--- src/rtl/top_level_pkg.sv ---
// Shared constants, FSM state type and the SECDED encoder for the
// program-1 Hamming encoder.
package top_level_pkg;

    localparam int NUM_MSG   = 15;
    localparam int IN_BASE   = 0;
    localparam int OUT_BASE  = 30;
    localparam int MEM_DEPTH = 256;
    localparam int ADDR_W    = $clog2(MEM_DEPTH);
    localparam int CNT_W     = 4;

    typedef enum logic [2:0] {
        IDLE  = 3'd0,
        RD_LO = 3'd1,
        RD_HI = 3'd2,
        WR_LO = 3'd3,
        WR_HI = 3'd4,
        FIN   = 3'd5
    } state_t;

    // Parity bits sit at codeword positions 8/4/2/1, overall parity at bit 0.
    function automatic logic [15:0] hamming_encode(input logic [11:1] d);
        logic p8, p4, p2, p1, p0;
        p8 = ^d[11:5];
        p4 = (^d[11:8]) ^ (^d[4:2]);
        p2 = d[11] ^ d[10] ^ d[7] ^ d[6] ^ d[4] ^ d[3] ^ d[1];
        p1 = d[11] ^ d[9] ^ d[7] ^ d[5] ^ d[4] ^ d[2] ^ d[1];
        p0 = (^d) ^ p8 ^ p4 ^ p2 ^ p1;
        return {d[11:5], p8, d[4:2], p4, d[1], p2, p1, p0};
    endfunction

endpackage

--- src/rtl/top_level_dat_mem.sv ---
// Single-port byte RAM: combinational read, synchronous write.
// Contents are not reset; the environment preloads them.
module dat_mem
    import top_level_pkg::*;
(
    input  logic              clk,
    input  logic              wr_en,
    input  logic [ADDR_W-1:0] addr,
    input  logic [7:0]        wr_data,
    output logic [7:0]        rd_data
);

    logic [7:0] core [0:MEM_DEPTH-1];

    assign rd_data = core[addr];

    always_ff @(posedge clk) begin
        if (wr_en) begin
            core[addr] <= wr_data;
        end
    end

endmodule

--- src/rtl/top_level.sv ---
// Program 1: reads 15 packed 11-bit messages, writes SECDED codewords, raises done.
// Define TOP_ASSERT_EN to compile in simulation-only protocol assertions.
module top_level
    import top_level_pkg::*;
(
    input  logic clk,
    input  logic reset,
    output logic done
);

    localparam logic [CNT_W-1:0]  LAST_MSG = CNT_W'(NUM_MSG - 1);
    localparam logic [ADDR_W-1:0] IN_A     = ADDR_W'(IN_BASE);
    localparam logic [ADDR_W-1:0] OUT_A    = ADDR_W'(OUT_BASE);
    localparam logic [ADDR_W-1:0] ONE_A    = ADDR_W'(1);

    state_t            state_q, state_d;
    logic [CNT_W-1:0]  i_q, i_d;
    logic              done_q, done_d;
    logic [7:0]        lo_q, lo_d;
    logic [2:0]        hi_q, hi_d;

    logic              wr_en;
    logic [ADDR_W-1:0] addr;
    logic [7:0]        wr_data;
    logic [7:0]        rd_data;
    logic [ADDR_W-1:0] idx2;
    logic [ADDR_W-1:0] in_addr;
    logic [ADDR_W-1:0] out_addr;
    logic [15:0]       codeword;

    assign idx2     = {{(ADDR_W-CNT_W-1){1'b0}}, i_q, 1'b0};
    assign in_addr  = IN_A + idx2;
    assign out_addr = OUT_A + idx2;
    // Only the low 3 bits of the high input byte carry message data.
    assign codeword = hamming_encode({hi_q, lo_q});
    assign done     = done_q;

    dat_mem dm1 (
        .clk     (clk),
        .wr_en   (wr_en),
        .addr    (addr),
        .wr_data (wr_data),
        .rd_data (rd_data)
    );

    always_comb begin
        state_d = state_q;
        i_d     = i_q;
        done_d  = done_q;
        lo_d    = lo_q;
        hi_d    = hi_q;
        wr_en   = 1'b0;
        addr    = in_addr;
        wr_data = codeword[7:0];
        case (state_q)
            IDLE: begin
                state_d = RD_LO;
            end
            RD_LO: begin
                addr    = in_addr;
                lo_d    = rd_data;
                state_d = RD_HI;
            end
            RD_HI: begin
                addr    = in_addr + ONE_A;
                hi_d    = rd_data[2:0];
                state_d = WR_LO;
            end
            WR_LO: begin
                addr    = out_addr;
                wr_en   = 1'b1;
                wr_data = codeword[7:0];
                state_d = WR_HI;
            end
            WR_HI: begin
                addr    = out_addr + ONE_A;
                wr_en   = 1'b1;
                wr_data = codeword[15:8];
                // Counter stops at the last message so it never exceeds NUM_MSG-1.
                if (i_q < LAST_MSG) begin
                    i_d     = i_q + CNT_W'(1);
                    state_d = RD_LO;
                end else begin
                    done_d  = 1'b1;
                    state_d = FIN;
                end
            end
            FIN: begin
                state_d = FIN;
            end
            default: begin
                state_d = IDLE;
            end
        endcase
    end

    always_ff @(posedge clk or negedge reset) begin
        if (!reset) begin
            state_q <= IDLE;
            i_q     <= '0;
            done_q  <= 1'b0;
        end else begin
            state_q <= state_d;
            i_q     <= i_d;
            done_q  <= done_d;
        end
    end

    always_ff @(posedge clk) begin
        lo_q <= lo_d;
        hi_q <= hi_d;
    end

`ifdef TOP_ASSERT_EN
    localparam logic [ADDR_W:0] OUT_END = (ADDR_W+1)'(OUT_BASE + 2*NUM_MSG);

    a_state_legal: assert property (@(posedge clk) disable iff (!reset)
        state_q inside {IDLE, RD_LO, RD_HI, WR_LO, WR_HI, FIN});

    a_wr_range: assert property (@(posedge clk) disable iff (!reset)
        wr_en |-> (addr >= OUT_A && {1'b0, addr} < OUT_END));

    a_done_sticky: assert property (@(posedge clk) disable iff (!reset)
        done_q |=> done_q);

    a_no_fin_write: assert property (@(posedge clk) disable iff (!reset)
        (state_q == FIN) |-> !wr_en);
`else
`endif

endmodule

--- config.mk ---
export PLATFORM = sky130hd
export DESIGN_NAME = top_level
export DESIGN_NICKNAME = d
export VERILOG_FILES = /design/src/rtl/top_level_pkg.sv /design/src/rtl/top_level_dat_mem.sv /design/src/rtl/top_level.sv
export SDC_FILE = /design/constraint.sdc
export NUM_CORES = 1
export LEC_CHECK = 0
export BUFFER_PORTS_ARGS = -buffer_cell sky130_fd_sc_hd__clkbuf_2
export CAP_MARGIN = 20
export CELL_PAD_IN_SITES_DETAIL_PLACEMENT = 2
export CELL_PAD_IN_SITES_GLOBAL_PLACEMENT = 2
export CORE_AREA = 2 2 39 41
export CTS_BUF_LIST = sky130_fd_sc_hd__clkbuf_16
export DETAILED_ROUTE_END_ITERATION = 12
export DIE_AREA = 0 0 41 43
export PLACE_DENSITY_LB_ADDON = 0.08
export SYNTH_ARGS = -nofsm -noshare
export SYNTH_HDL_FRONTEND = slang
export SYNTH_SLANG_ARGS = --single-unit
export TNS_END_PERCENT = 100
--- constraint.sdc ---
create_clock -name clk -period 1.1 [get_ports clk]
set_input_delay 0.22 -clock clk [delete_from_list [all_inputs] [get_ports clk]]
set_output_delay 0.22 -clock clk [all_outputs]
set_load 0.005 [all_outputs]
==> run metrics <==
Die ar.=1763 um^2; Clock Tree Root=clkbuf_16; mean post-synth cell area=roughly 12 um^2; synth unique cells=16; Clk pin slew, worst setup/hold paths=around 0.04 ns; Avg WL per Cell=around 15 um; Hold Path Class=in2async; Synth warnings=0; Clock Skew=0.002323 ns; total grt overflow=0; Vias=272; fin crit share=97.74%; VDD IR-drop max=970.2 uV; mux cell area share after synthesis=0%; Crit path max-delay family=flip-flops; Setup Viol. Count Final=0; DRT iter0 DRCs=2; clock network power share=66.6%; Pwr Density=1761 nW/um^2; crit path buf inv count=1; Final Hold Viols=0; worst-case clock buffer depth=2; Reg power frac=32.4%; CP max-delay cell=dfrtp_1; synthesized net count=31; placed cells=52; Final Util=37.52%; area delta synth->final=50.91%; Final #Nets=47; Slew @ Worst Pin=0.2596 ns; # IOs=3; Switching Share=roughly 16%; post-synthesis adder-cell area fraction=~3.6%; Max-slew headroom=between 80% and 90%; main combinational cell family by area after synthesis=compound AO/OA/AOI/OAI gates; crit path DAT=between 1 and 1.5 ns; post-cts repair resize count=0; core area=approximately 1400 um^2; post-synthesis xor/xnor area fraction=5.091%; fin crit period=roughly 1.1 ns; Fmax achieved=930.1 MHz; max cap viols=0; total CTS buffers=3; NetSw=146.6 uW; CTS tree=yes; CP max stage delay=around 0.40 ns; Critical Path End Type=register; Worst Path Max Fanout=5; leakage=0.0002503 uW; most frequent cells in the layout=8 x dfrtp_1, 8 x buf_4, 3 x nand2_1, 3 x clkbuf_16; vias in the first global route=between 300 and 400; Post-Synthesis Cells=28; RSZ-0062 raised after global routing=true; GP Congestion=roughly 0.6; initial antenna violation count=0; IO buf count=2; Worst EP required=1.27 ns; post-synthesis cell area=344.1 um^2; FP Rows=14; Seq cells post-synth=8; post-route ant nets=0; WL final=roughly 880 um; DP HPWL=approximately 620 um; Worst Path Class, Setup=reg2reg; # diodes=0; Detailed Routing Iterations Pass 1=2; CP Cell Sequence=nor3b_4 -> buf_4 -> a41o_1; CTS sink cnt=8; P_int=767.9 uW; crit start category=register; DRC viols=0; clk_lat worst skew=~0.23 ns; htree depth=1; Synth Area in Compound Gates=roughly 17%; Starting Density=approximately a quarter; pins over their slew limit=0; non-filler cells, final=58; GRT Resource Usage Total=~15%; largest net degree at the start of global routing=9; fraction of layout cells with a size suffix above 1=around 33%; Seq/Total Area, Yosys=58.18%; die height=about 43 um; Logic pwr share=1.1%; vias per cell=between 4 and 5; status=finished clean; Simple-Gate Fraction of Synth Area=between 15 and 20%; die width=between 40 and 50 um; global-route wire length before repair=1.580 mm
[final timing paths]
kind	from	endpoint	slack, ns	cells after the start
min in group clk	done	done	0.49	1
min	reset	i_q[3]	0.38	2
min reg2reg	done	done	0.49	1
max reg2reg	state_q[0]	i_q[3]	0.02	3
max	state_q[0]	i_q[3]	0.02	3
max in group asynchronous	reset	i_q[0]	0.54	2
[cells by family after synthesis]
kind of cell | count (synthesis)
AO/OA/AOI/OAI | 9
AND/OR/NAND/NOR | 8
flip-flops | 8
XOR/XNOR | 2
adder cells (fa/ha/maj) | 1
[per-stage QoR]
| stage | total power, uW | cell area (um^2) | TNS, ns | setup slack [ns] | hold slack, ns |
|---|---|---|---|---|---|
| 5_1_grt | 955.8 | 519.2 | -0.2568 | -0.05917 | 0.4092 |
| 3_3_place_gp | 306.8 | 419.2 | -0.005749 | -0.005749 | 0.07625 |
| 4_1_cts | 934.9 | 519.2 | -0.005665 | -0.005665 | 0.3828 |
| 6_report | 914.5 | 519.2 | 0 | 0.02488 | 0.3770 |
| 2_1_floorplan | 299.7 | 344.1 | 0 | 0.02404 | -0.07559 |
| 3_5_place_dp | 307.1 | 419.2 | -0.09518 | -0.05122 | 0.08052 |
[power groups by stage]
stage / Sequential (uW) / Clock, uW / Combinational (uW)
2_1_floorplan: 300 / 0 / 0.0000633
3_3_place_gp: 300 / 0 / 7.18
3_5_place_dp: 300 / 0 / 7.47
4_1_cts: 296 / 629 / 10.4
5_1_grt: 296 / 649 / 11.3
6_report: 296 / 609 / 9.89
[per-layer routing]
metal,part of all wire [%],wire length [um],GRT usage [%]
met3,3.0,26,6.283
met2,54,473,20.94
met1,41,357,17.28
met4,2.2,19,10.00
met5,0,0,0
[Yosys cell counts (all sizes together)]
cell type,n,share of area [%]
a31oi,1,1.8
dfrtp,8,58
ha,1,3.6
a21o,1,2.2
xnor2,2,5.1
nor3b,1,5.5
a22o,1,2.5
and2b,1,2.2
a21oi,2,2.9
a21boi,1,2.2
nand2b,1,1.8
nand2,3,3.3
and3,1,1.8
nor2,1,1.1
o21ai,2,2.9
a41o,1,2.9
[registers in the layout, summed over array words and instances, names as in the netlist]
name	cells
i_q	4
done	1
state_q	3
[cell type report]
type,instances,area (um^2)
Sequential cell,8,200.2
Clock buffer,3,75.07
Fill cell,145,864.6
Multi-Input combinational cell,20,143.9
Tap cell,16,20.02
Timing Repair Buffer,11,80.08
[timing repair]
item | CTS | global route
setup buffers | 2 | 0
hold buffers | 1 | 0
setup endpoints to repair | 3 | 6
endpoints found under the hold margin | 8 | 0
pin swaps | 2 | 0
(Power assumes the default switching activity.)
